File: src/rtl/cache_dm_wt_pkg.sv
// Shared types and helpers for the direct-mapped write-through cache.
// Optional statistics counters are enabled with CACHE_DM_WT_STATS_EN.
package cache_dm_wt_pkg;

    typedef enum logic [1:0] {
        IDLE    = 2'd0,
        RD_MISS = 2'd1,
        WR_THRU = 2'd2
    } state_t;

    function automatic int tag_width(input int mem_addr_w, input int index_w);
        return mem_addr_w - index_w;
    endfunction

endpackage

File: src/rtl/cache_dm_wt_store.sv
// Line storage: valid bits, tags and data words for a direct-mapped cache.
// Asynchronous read by index, synchronous single write port.
module cache_dm_wt_store #(
    parameter int INDEX_W = 6,
    parameter int TAG_W   = 6,
    parameter int DATA_W  = 32
) (
    input  logic               clk,
    input  logic               rst,
    input  logic [INDEX_W-1:0] rd_index,
    output logic               rd_valid,
    output logic [TAG_W-1:0]   rd_tag,
    output logic [DATA_W-1:0]  rd_data,
    input  logic               wr_en,
    input  logic [INDEX_W-1:0] wr_index,
    input  logic [TAG_W-1:0]   wr_tag,
    input  logic [DATA_W-1:0]  wr_data
);

    localparam int DEPTH = 2 ** INDEX_W;

    logic [DEPTH-1:0]  valid;
    logic [TAG_W-1:0]  tags [DEPTH];
    logic [DATA_W-1:0] data [DEPTH];

    always_ff @(posedge clk or posedge rst) begin
        if (rst) begin
            valid <= '0;
        end else if (wr_en) begin
            valid[wr_index] <= 1'b1;
        end
    end

    // Tag and data arrays need no reset: the valid bit gates them.
    always_ff @(posedge clk) begin
        if (wr_en) begin
            tags[wr_index] <= wr_tag;
            data[wr_index] <= wr_data;
        end
    end

    assign rd_valid = valid[rd_index];
    assign rd_tag   = tags[rd_index];
    assign rd_data  = data[rd_index];

endmodule

File: src/rtl/cache_dm_wt.sv
// Direct-mapped, write-through, no-write-allocate cache in front of word RAM.
// Define CACHE_DM_WT_STATS_EN to add saturating read hit/miss counters.
module cache_dm_wt
    import cache_dm_wt_pkg::*;
#(
    parameter int ADDR_W     = 32,
    parameter int DATA_W     = 32,
    parameter int MEM_ADDR_W = 12,
    parameter int INDEX_W    = 6
) (
    input  logic                  clk,
    input  logic                  rst,
    input  logic                  req_valid,
    input  logic                  req_write,
    input  logic [ADDR_W-1:0]     req_addr,
    input  logic [DATA_W-1:0]     req_wdata,
    output logic                  req_ready,
    output logic                  resp_valid,
    output logic [DATA_W-1:0]     resp_rdata,
    output logic                  mem_req,
    output logic                  mem_write,
    output logic [MEM_ADDR_W-1:0] mem_addr,
    output logic [DATA_W-1:0]     mem_wdata,
    input  logic [DATA_W-1:0]     mem_rdata,
    input  logic                  mem_ack
`ifdef CACHE_DM_WT_STATS_EN
    ,
    output logic [31:0]           hit_count,
    output logic [31:0]           miss_count
`endif
);

    localparam int TAG_W = tag_width(MEM_ADDR_W, INDEX_W);

    state_t state;

    logic [MEM_ADDR_W-1:0] a;
    logic [MEM_ADDR_W-1:0] lk_addr;
    logic [INDEX_W-1:0]    lk_index;
    logic [TAG_W-1:0]      lk_tag;
    logic                  line_valid;
    logic [TAG_W-1:0]      line_tag;
    logic [DATA_W-1:0]     line_data;
    logic                  hit;
    logic                  accept;
    logic                  wr_en;
    logic [DATA_W-1:0]     wr_data;
    logic                  unused_addr_bits;

    assign a                = req_addr[MEM_ADDR_W-1:0];
    assign unused_addr_bits = ^req_addr[ADDR_W-1:MEM_ADDR_W];

    // Look up the incoming request while idle, the held request otherwise.
    assign lk_addr  = (state == IDLE) ? a : mem_addr;
    assign lk_index = lk_addr[INDEX_W-1:0];
    assign lk_tag   = lk_addr[MEM_ADDR_W-1:INDEX_W];
    assign hit      = line_valid && (line_tag == lk_tag);
    assign accept   = req_valid && req_ready && (state == IDLE);

    assign wr_en = mem_ack &&
                   ((state == RD_MISS) || ((state == WR_THRU) && hit));
    assign wr_data = (state == RD_MISS) ? mem_rdata : mem_wdata;

    cache_dm_wt_store #(
        .INDEX_W(INDEX_W),
        .TAG_W  (TAG_W),
        .DATA_W (DATA_W)
    ) u_store (
        .clk     (clk),
        .rst     (rst),
        .rd_index(lk_index),
        .rd_valid(line_valid),
        .rd_tag  (line_tag),
        .rd_data (line_data),
        .wr_en   (wr_en),
        .wr_index(mem_addr[INDEX_W-1:0]),
        .wr_tag  (mem_addr[MEM_ADDR_W-1:INDEX_W]),
        .wr_data (wr_data)
    );

    // mem_addr/mem_wdata/mem_write double as the held request fields.
    always_ff @(posedge clk or posedge rst) begin
        if (rst) begin
            state      <= IDLE;
            req_ready  <= 1'b1;
            resp_valid <= 1'b0;
            resp_rdata <= '0;
            mem_req    <= 1'b0;
            mem_write  <= 1'b0;
            mem_addr   <= '0;
            mem_wdata  <= '0;
        end else begin
            resp_valid <= 1'b0;
            unique case (state)
                IDLE: begin
                    if (accept) begin
                        if (req_write) begin
                            state     <= WR_THRU;
                            req_ready <= 1'b0;
                            mem_req   <= 1'b1;
                            mem_write <= 1'b1;
                            mem_addr  <= a;
                            mem_wdata <= req_wdata;
                        end else if (hit) begin
                            resp_valid <= 1'b1;
                            resp_rdata <= line_data;
                        end else begin
                            state     <= RD_MISS;
                            req_ready <= 1'b0;
                            mem_req   <= 1'b1;
                            mem_write <= 1'b0;
                            mem_addr  <= a;
                        end
                    end
                end
                RD_MISS: begin
                    if (mem_ack) begin
                        state      <= IDLE;
                        req_ready  <= 1'b1;
                        mem_req    <= 1'b0;
                        resp_valid <= 1'b1;
                        resp_rdata <= mem_rdata;
                    end
                end
                WR_THRU: begin
                    if (mem_ack) begin
                        state      <= IDLE;
                        req_ready  <= 1'b1;
                        mem_req    <= 1'b0;
                        resp_valid <= 1'b1;
                        resp_rdata <= '0;
                    end
                end
                default: begin
                    state     <= IDLE;
                    req_ready <= 1'b1;
                    mem_req   <= 1'b0;
                end
            endcase
        end
    end

`ifdef CACHE_DM_WT_STATS_EN
    always_ff @(posedge clk or posedge rst) begin
        if (rst) begin
            hit_count  <= '0;
            miss_count <= '0;
        end else if (accept && !req_write) begin
            if (hit) begin
                if (hit_count != '1) hit_count <= hit_count + 32'd1;
            end else begin
                if (miss_count != '1) miss_count <= miss_count + 32'd1;
            end
        end
    end
`endif

endmodule
File: config.mk
export PLATFORM = sky130hd
export DESIGN_NAME = cache_dm_wt
export DESIGN_NICKNAME = d
export VERILOG_FILES = /design/src/rtl/cache_dm_wt_pkg.sv /design/src/rtl/cache_dm_wt_store.sv /design/src/rtl/cache_dm_wt.sv
export SDC_FILE = /design/constraint.sdc
export NUM_CORES = 2
export LEC_CHECK = 0
export ABC_AREA = 1
export CORE_MARGIN = 2
export CORE_UTILIZATION = 40
export CTS_CLUSTER_DIAMETER = 120
export CTS_CLUSTER_SIZE = 14
export DETAILED_ROUTE_END_ITERATION = 8
export PLACE_DENSITY = 0.64
export SYNTH_ARGS = -nofsm -noshare
export SYNTH_HDL_FRONTEND = slang
export SYNTH_SLANG_ARGS = --single-unit
File: constraint.sdc
create_clock -name clk -period 6.1 [get_ports clk]
set_input_delay 0.915 -clock clk [delete_from_list [all_inputs] [get_ports clk]]
set_output_delay 0.915 -clock clk [all_outputs]
set_load 0.1 [all_outputs]
# ---- Word-level counts from Yosys, hierarchy flattened
# Memories as Yosys holds them, arrays and structs flattened.
# Index checks and enable logic that the tools add are counted.
dict set report classes {
  magnitude_cmp 3
  eq_ne 11
  n_mux 37
  bitwise 1
  n_reduce_logical 14
}
# cell count
set ops {}
lappend ops {{$mux W32} 6}
lappend ops {{$pmux W32 S3} 1}
lappend ops {{$or A64 B64 Y64} 1}
lappend ops {{$mux W12} 3}
lappend ops {{$mux W1} 17}
lappend ops {{$lt A6 B7 Y1 const B} 2}
lappend ops {{$ne A2 B2 Y1 const B} 6}
lappend ops {{$reduce_and A3 Y1} 3}
lappend ops {{$mux W2} 4}
lappend ops {{$bmux W1 S6} 1}
lappend ops {{$demux W1 S6} 1}
lappend ops {{$eq A6 B6 Y1} 1}
lappend ops {{$ge A6 B1 Y1 const B} 1}
lappend ops {{$logic_and A1 B1 Y1} 6}
lappend ops {{$pmux W1 S2} 3}
lappend ops {{$reduce_and A6 Y1} 1}
lappend ops {{$pmux W2 S2} 1}
lappend ops {{$ne A3 B3 Y1 const B} 1}
lappend ops {{$reduce_bool A3 Y1} 1}
lappend ops {{$eq A2 B1 Y1 const B} 1}
lappend ops {{$eq A2 B2 Y1 const B} 1}
lappend ops {{$logic_not A2 Y1} 1}
lappend ops {{$ne A2 B1 Y1 const B} 1}
lappend ops {{$reduce_or A2 Y1} 1}
lappend ops {{$logic_or A1 B1 Y1} 1}
dict set report word_totals {
  reg_bits 146
  ramBits 2432
  in_bits 101
  output_inout_bits 80
  wordCells 77
  n_memories 2
}
# memory depth width rd rd_ports_with_merged_regs write_ports line
set memory_table {}
lappend memory_table {u_store.data 64 32 1 0 1 cache_dm_wt_store.sv:24} ;# logic [DATA_W-1:0] data [DEPTH];
lappend memory_table {u_store.tags 64 6 1 0 1 cache_dm_wt_store.sv:23} ;# logic [TAG_W-1:0] tags [DEPTH];

# ---- Longest topological paths before layout
dict set report depth {
  ltp_word 10
  mapped_depth 25
  depth_no_buf 23
}

# ---- Modules after synthesis
# Synthesis repeated with hierarchy kept, for this count alone.
dict set report unflattened {
  hier_cells 8893
  area_unflattened_um2 104997.0
}
# module n_inst cells_per_inst area_per_inst_um2 seq_area_each_um2
set modules_own_cells {}
lappend modules_own_cells {cache_dm_wt_store 1 8251 100406.3 74631.6}
lappend modules_own_cells {cache_dm_wt 1 642 4590.7 2053.2}

# ---- Worst setup path after synthesis
# No wires, ideal clock.
dict set report synth_path {
  path_kind {flip-flop to flip-flop}
  start {register mem_addr[0]}
  end {memory u_store.data[2][0] (enable)}
  setup_time_ps 433
  t_arrival_ps 4609
  t_required_ps 5667
  slack_ps 1057
  path_stages_with_launch 20
  path_buffers 3
  synth_period_minus_slack_ps 5043
  cell_sequence {dfrtp_1 -> nand2_2 -> nand2_2 -> buf_2 -> buf_2 -> nand2_1 -> nand3_1 -> nand3_1 -> nand2_1 -> nand2_1 -> nand3_1 -> nand3_1 -> nand3_1 -> nand3_1 -> nor2_1 -> nand2_2 -> nand2_4 -> buf_2 -> nand3_1 -> nor2_1}
}
dict set report synth_via {
  elab_chain_len 9
  word_cells_on_any_way 11
  cone_classes {eq/ne (1); mux (5); reduce/logical (4); memory (1)}
}
# item line
set synth_rtl {}
lappend synth_rtl {{from (decl)} cache_dm_wt.sv:22} ;# output logic [MEM_ADDR_W-1:0] mem_addr,
lappend synth_rtl {{from (signal assigned)} cache_dm_wt.sv:90} ;# mem_addr <= '0;
lappend synth_rtl {{from (signal assigned)} cache_dm_wt.sv:102} ;# mem_addr <= a;
lappend synth_rtl {{from (signal assigned)} cache_dm_wt.sv:112} ;# mem_addr <= a;
lappend synth_rtl {{$mux W12} cache_dm_wt.sv:54} ;# assign lk_addr = (state == IDLE) ? a : mem_addr;
lappend synth_rtl {{$mem_v2 Z64 W6 or $bmux W1 S6 (tied branches)} -}
lappend synth_rtl {{$eq A6 B6 Y1 or $mux W1 (tied branches)} {cache_dm_wt.sv:57, cache_dm_wt_store.sv:42}}
lappend synth_rtl {{$logic_and A1 B1 Y1} cache_dm_wt.sv:57} ;# assign hit = line_valid && (line_tag == lk_tag);
lappend synth_rtl {{$logic_and A1 B1 Y1} cache_dm_wt.sv:61} ;# ((state == RD_MISS) || ((state == WR_THRU) && hit));
lappend synth_rtl {{$logic_or A1 B1 Y1} cache_dm_wt.sv:61}
lappend synth_rtl {{$logic_and A1 B1 Y1} cache_dm_wt.sv:60} ;# assign wr_en = mem_ack &&
lappend synth_rtl {{$mux W1} cache_dm_wt_store.sv:36} ;# if (wr_en) begin
lappend synth_rtl {{$mux W1 (implied by the code)} cache_dm_wt_store.sv:38} ;# data[wr_index] <= wr_data;
lappend synth_rtl {{to (decl)} cache_dm_wt_store.sv:24}
# Parallel ways exist; a longest one is shown, timed or not. The select of a mux whose other input is x is not followed.

# ---- Worst setup path after layout
dict set report layout_path {
  start {register state[0]}
  end {memory u_store.tags[46][2] (enable)}
}
dict set report layout_via {
  elab_chain_len 10
  word_cells_on_any_way 14
  cone_classes {eq/ne (3); mux (5); reduce/logical (5); memory (1)}
}
# item line
set layout_rtl {}
lappend layout_rtl {{from (decl)} cache_dm_wt.sv:35} ;# state_t state;
lappend layout_rtl {{from (signal assigned)} cache_dm_wt.sv:84} ;# state <= IDLE;
lappend layout_rtl {{from (signal assigned)} cache_dm_wt.sv:98} ;# state <= WR_THRU;
lappend layout_rtl {{from (signal assigned)} cache_dm_wt.sv:108} ;# state <= RD_MISS;
lappend layout_rtl {{$logic_not A2 Y1} cache_dm_wt.sv:54}
lappend layout_rtl {{$mux W12} cache_dm_wt.sv:54}
lappend layout_rtl {{$mem_v2 Z64 W6 or $bmux W1 S6 (tied branches)} -}
lappend layout_rtl {{$eq A6 B6 Y1 or $mux W1 (tied branches)} {cache_dm_wt.sv:57, cache_dm_wt_store.sv:42}}
lappend layout_rtl {{$logic_and A1 B1 Y1} cache_dm_wt.sv:57}
lappend layout_rtl {{$logic_and A1 B1 Y1} cache_dm_wt.sv:61}
lappend layout_rtl {{$logic_or A1 B1 Y1 (*)} cache_dm_wt.sv:61}
lappend layout_rtl {{$logic_and A1 B1 Y1 (*)} cache_dm_wt.sv:60}
lappend layout_rtl {{$mux W1 (*)} cache_dm_wt_store.sv:36}
lappend layout_rtl {{$mux W1 (implied by the code) (*)} cache_dm_wt_store.sv:37} ;# tags[wr_index] <= wr_tag;
lappend layout_rtl {{to (decl)} cache_dm_wt_store.sv:23}
# Every way passes the cells marked *; elsewhere a longest branch is shown, timed or not. The select of a mux whose other input is x is not followed.

==> key figures <==
Final layout
  – Post-layout util: 0.452
  – Area grow syn2layout: 12.8%
  – Commonest cells after routing, fill and taps aside: 2432 x edfxtp_1, 1087 x o21ai_0, 1076 x nor2_1, 811 x nand3_1, 773 x nand2_1
  – Final instance area: 117000 µm²
  – Nets: 8399
  – Commonest non-fill, non-tap cell in the layout: edfxtp_1
  – Share of layout cells above drive strength 1: 0.0764
  – Final Non-Filler Cells: 11786

Hold path
  – WHS Endpoint: u_store.valid[53]
  – Hold_sp: u_store.valid[53]
  – Worst hold path type: flop to flop
  – Hold Path Depth: 2

Global route
  – Total grt overflow: 0
  – M2 GR Usage: 0.353
  – Global-route wire length before repair: 435 mm
  – Gr busiest metal: met2
  – M1 GR Usage: 0.301
  – Initial antenna violation count: 4
  – Vias in the first global route: 66504
  – Largest net degree at the start of global routing: 225
  – M3 GR Usage: 0.0415
  – GRT Total Usage: 0.219

Placed design
  – Detail Placement HPWL: 162 mm
  – RD Place Congestion: 0.830
  – Placed insts: 11491
  – PortBufs: 160
  – Placed Area: 112000 µm²

Detailed routing
  – Vias: 68945
  – Via-per-instance ratio: 5.85
  – First drt pass iteration count: 8
  – Post-route ant nets: 0
  – Residual DRC: 0
  – First DRT Iteration DRCs: 9116
  – WL/cell: 25.1 µm
  – Final WL: 296 mm

Timing
  – Count of final setup violators: 0
  – RSZ-0062 raised after global routing: false
  – Final worst path period share: 0.917
  – Final Max Tran Viols: 0
  – Worst-margin pin slew: 1250 ps
  – Min Tclk post-route: 5600 ps
  – Hold slack: 466 ps
  – Max frequency: 179 MHz
  – Slew margin rel.: 0.161
  – Final clock skew: 41.5 ps
  – Sum Neg Setup Slack: 0 ps
  – Final Hold Fails: 0

Flow run
  – Max-Cap Viols: 0

Yosys
  – Post-Syn Instances: 8252
  – Library cells used by synthesis: 33
  – Mapped Area: 104000 µm²
  – Number of synthesized register bits: 2578
  – Syn_area_per_cell: 12.6 µm²
  – Synthesized Nets: 8358
  – YS warnings: 0
  – Register area share after synthesis: 0.738

Setup path
  – Worst reg2reg setup slack: 500 ps
  – Crit path required time: 6610 ps
  – RR Startpoint: state[0]
  – CP Max Fanout: 48
  – CP most frequent cell: nand3_1
  – Max incr delay on CP: 480 ps
  – Crit-path slowest cell: dfrtp_1
  – Startpoint Class: flop
  – CP Launch Point: state[0]
  – Cells on worst reg2reg path: 21
  – Setup Crit Path Kind: flop to flop
  – Reg2reg end: u_store.tags[46][2]
  – Worst Path Arrival: 6100 ps
  – Worst Setup End Kind: flop
  – Critical Path, Cell by Cell: inv_1 -> ha_1 -> inv_2 -> nand2_2 -> nand2_8 -> buf_12 -> nand2_1 -> nand3_1 -> nand3_1 -> nand2_1 -> nand2_1 -> nand3_1 -> nand3_1 -> nand3_1 -> nand3_1 -> nor2_1 -> nand2_2 -> nand2_4 -> nand3_1 -> nor2_4 -> buf_4

Die
  – Die width: 514 µm
  – Core area: 259000 µm²
  – I/O pin cnt: 181
  – Chip height: 514 µm
  – Initial Utilization: 0.401
  – Die area: 264000 µm²
  – Row count: 187

Clock tree
  – Latest clock arrival within the worst-skew pair: 870 ps
  – Num CTS Buffers: 202
  – Post-CTS resize count: 0
  – CTS tree: yes
  – Post-CTS Setup Repair Bufs: 0
  – CTS sink count: 2578
  – CTS Root Cell: clkbuf_16
  – Clock slew at reported path FFs: 70 ps
  – Hold_buf cts: 0
  – CTS max path bufs: 3
  – Clock H-tree levels: 4

Pwr
  – Leakage: 0.0452 µW
  – PwrDens: 282 nW/µm²
  – VDD IR max: 332 µV

Run status
  – Outcome: finished, final reports clean
==> registers in the layout (all words and copies together), names as in the netlist <==
signal and cells:
u_store.data 2048, u_store.tags 384, u_store.valid 64, mem_wdata 32, resp_rdata 32, mem_addr 12
state 2, mem_req 1, mem_write 1, req_ready 1, resp_valid 1
==> layout make-up <==
type                    instances  area [µm²]
inverters                     404        1540
well taps                    3402        4260
clock buffers                 286        5580
diodes                          3        7.51
repair buffers                439        5220
fillers                     22739      142000
clock inverters                 6        78.8
multi-input cells            4668       23800
flip-flops and latches       2578       76700
==> stage by stage <==
step / total power, µW / setup WS [ps]
5_1_grt: 34000 / 323
4_1_cts: 33200 / 702
3_3_place_gp: 21200 / 356
6_report: 33100 / 505
3_5_place_dp: 21200 / 344
2_1_floorplan: 20600 / 1060
==> worst max-delay path, delay by kind of cell, from the launching register on <==
family | cells | cell delay (ps)
DFF | 1 | 480
buffers and inverters | 4 | 1020
adders and majority gates | 1 | 260
and+or+nand+nor | 16 | 3370
==> logic make-up (layout without fill, tap and decap cells) <==
family / after synthesis / in the layout / share of synthesized area
other cells: 0 / 3 / 0
fa+ha+maj: 5 / 5 / 0.000602
simple gates: 2734 / 2734 / 0.110
buf+inv: 1006 / 1135 / 0.0387
flops: 2578 / 2578 / 0.738
compound gates: 1929 / 1929 / 0.113
==> where the power goes <==
part	total, µW	switching [µW]	leakage [µW]	internal (µW)
sequential	19100	0	0.0304	19100
combinational	1830	1280	0.0120	547
clock	12200	5910	0.00274	6270
total	33100	7190	0.0452	25900
==> worst max path at each step <==
stage                           to  slack, ps  cells past startpoint
3_5_place_dp   u_store.tags[46][1]        340                     22
4_1_cts        u_store.tags[46][2]        700                     23
2_1_floorplan   u_store.data[2][0]       1060                     19
6_report       u_store.tags[46][2]        500                     21
3_3_place_gp   u_store.tags[46][2]        360                     22
5_1_grt        u_store.tags[46][2]        320                     21
==> synthesized netlist by cell type <==
library cell     n  area share
nand4_1          1    0.000060
or2_0            1    0.000060
a2111oi_0        1    0.000084
clkbuf_1       416       0.015
buf_2          134      0.0065
clkinv_1         3     0.00011
o21ai_0       1120       0.054
nor2_1        1104       0.040
dfstp_2          1     0.00025
ha_1             5     0.00060
edfxtp_1      2432        0.70
o21bai_1        26      0.0019
or2_1            2     0.00012
o21ai_2          1    0.000084
o211ai_1       240       0.017
inv_2            6     0.00022
o21ai_1         19     0.00092
o221ai_1       290       0.024
o22ai_1        223       0.013
nor2_4           1     0.00011
nor3_1          15     0.00072
nand2_4          1     0.00011
nand2_1        773       0.028
a21oi_1          9     0.00043
nand2_2          8     0.00048
dfrtp_1        145       0.035
buf_4           12     0.00087
buf_6            4     0.00043
nand3_1        811       0.039
nand3b_1         8     0.00058
or2_2            9     0.00054
inv_1          395       0.014
buf_1           36      0.0013
==> metal layers <==
metal,wire [µm],up-vias
met5,50,-
met4,9050,6
met3,29300,548
met2,138000,3490
met1,120000,34578
li1,-,30323
(Power assumes the default switching activity.)
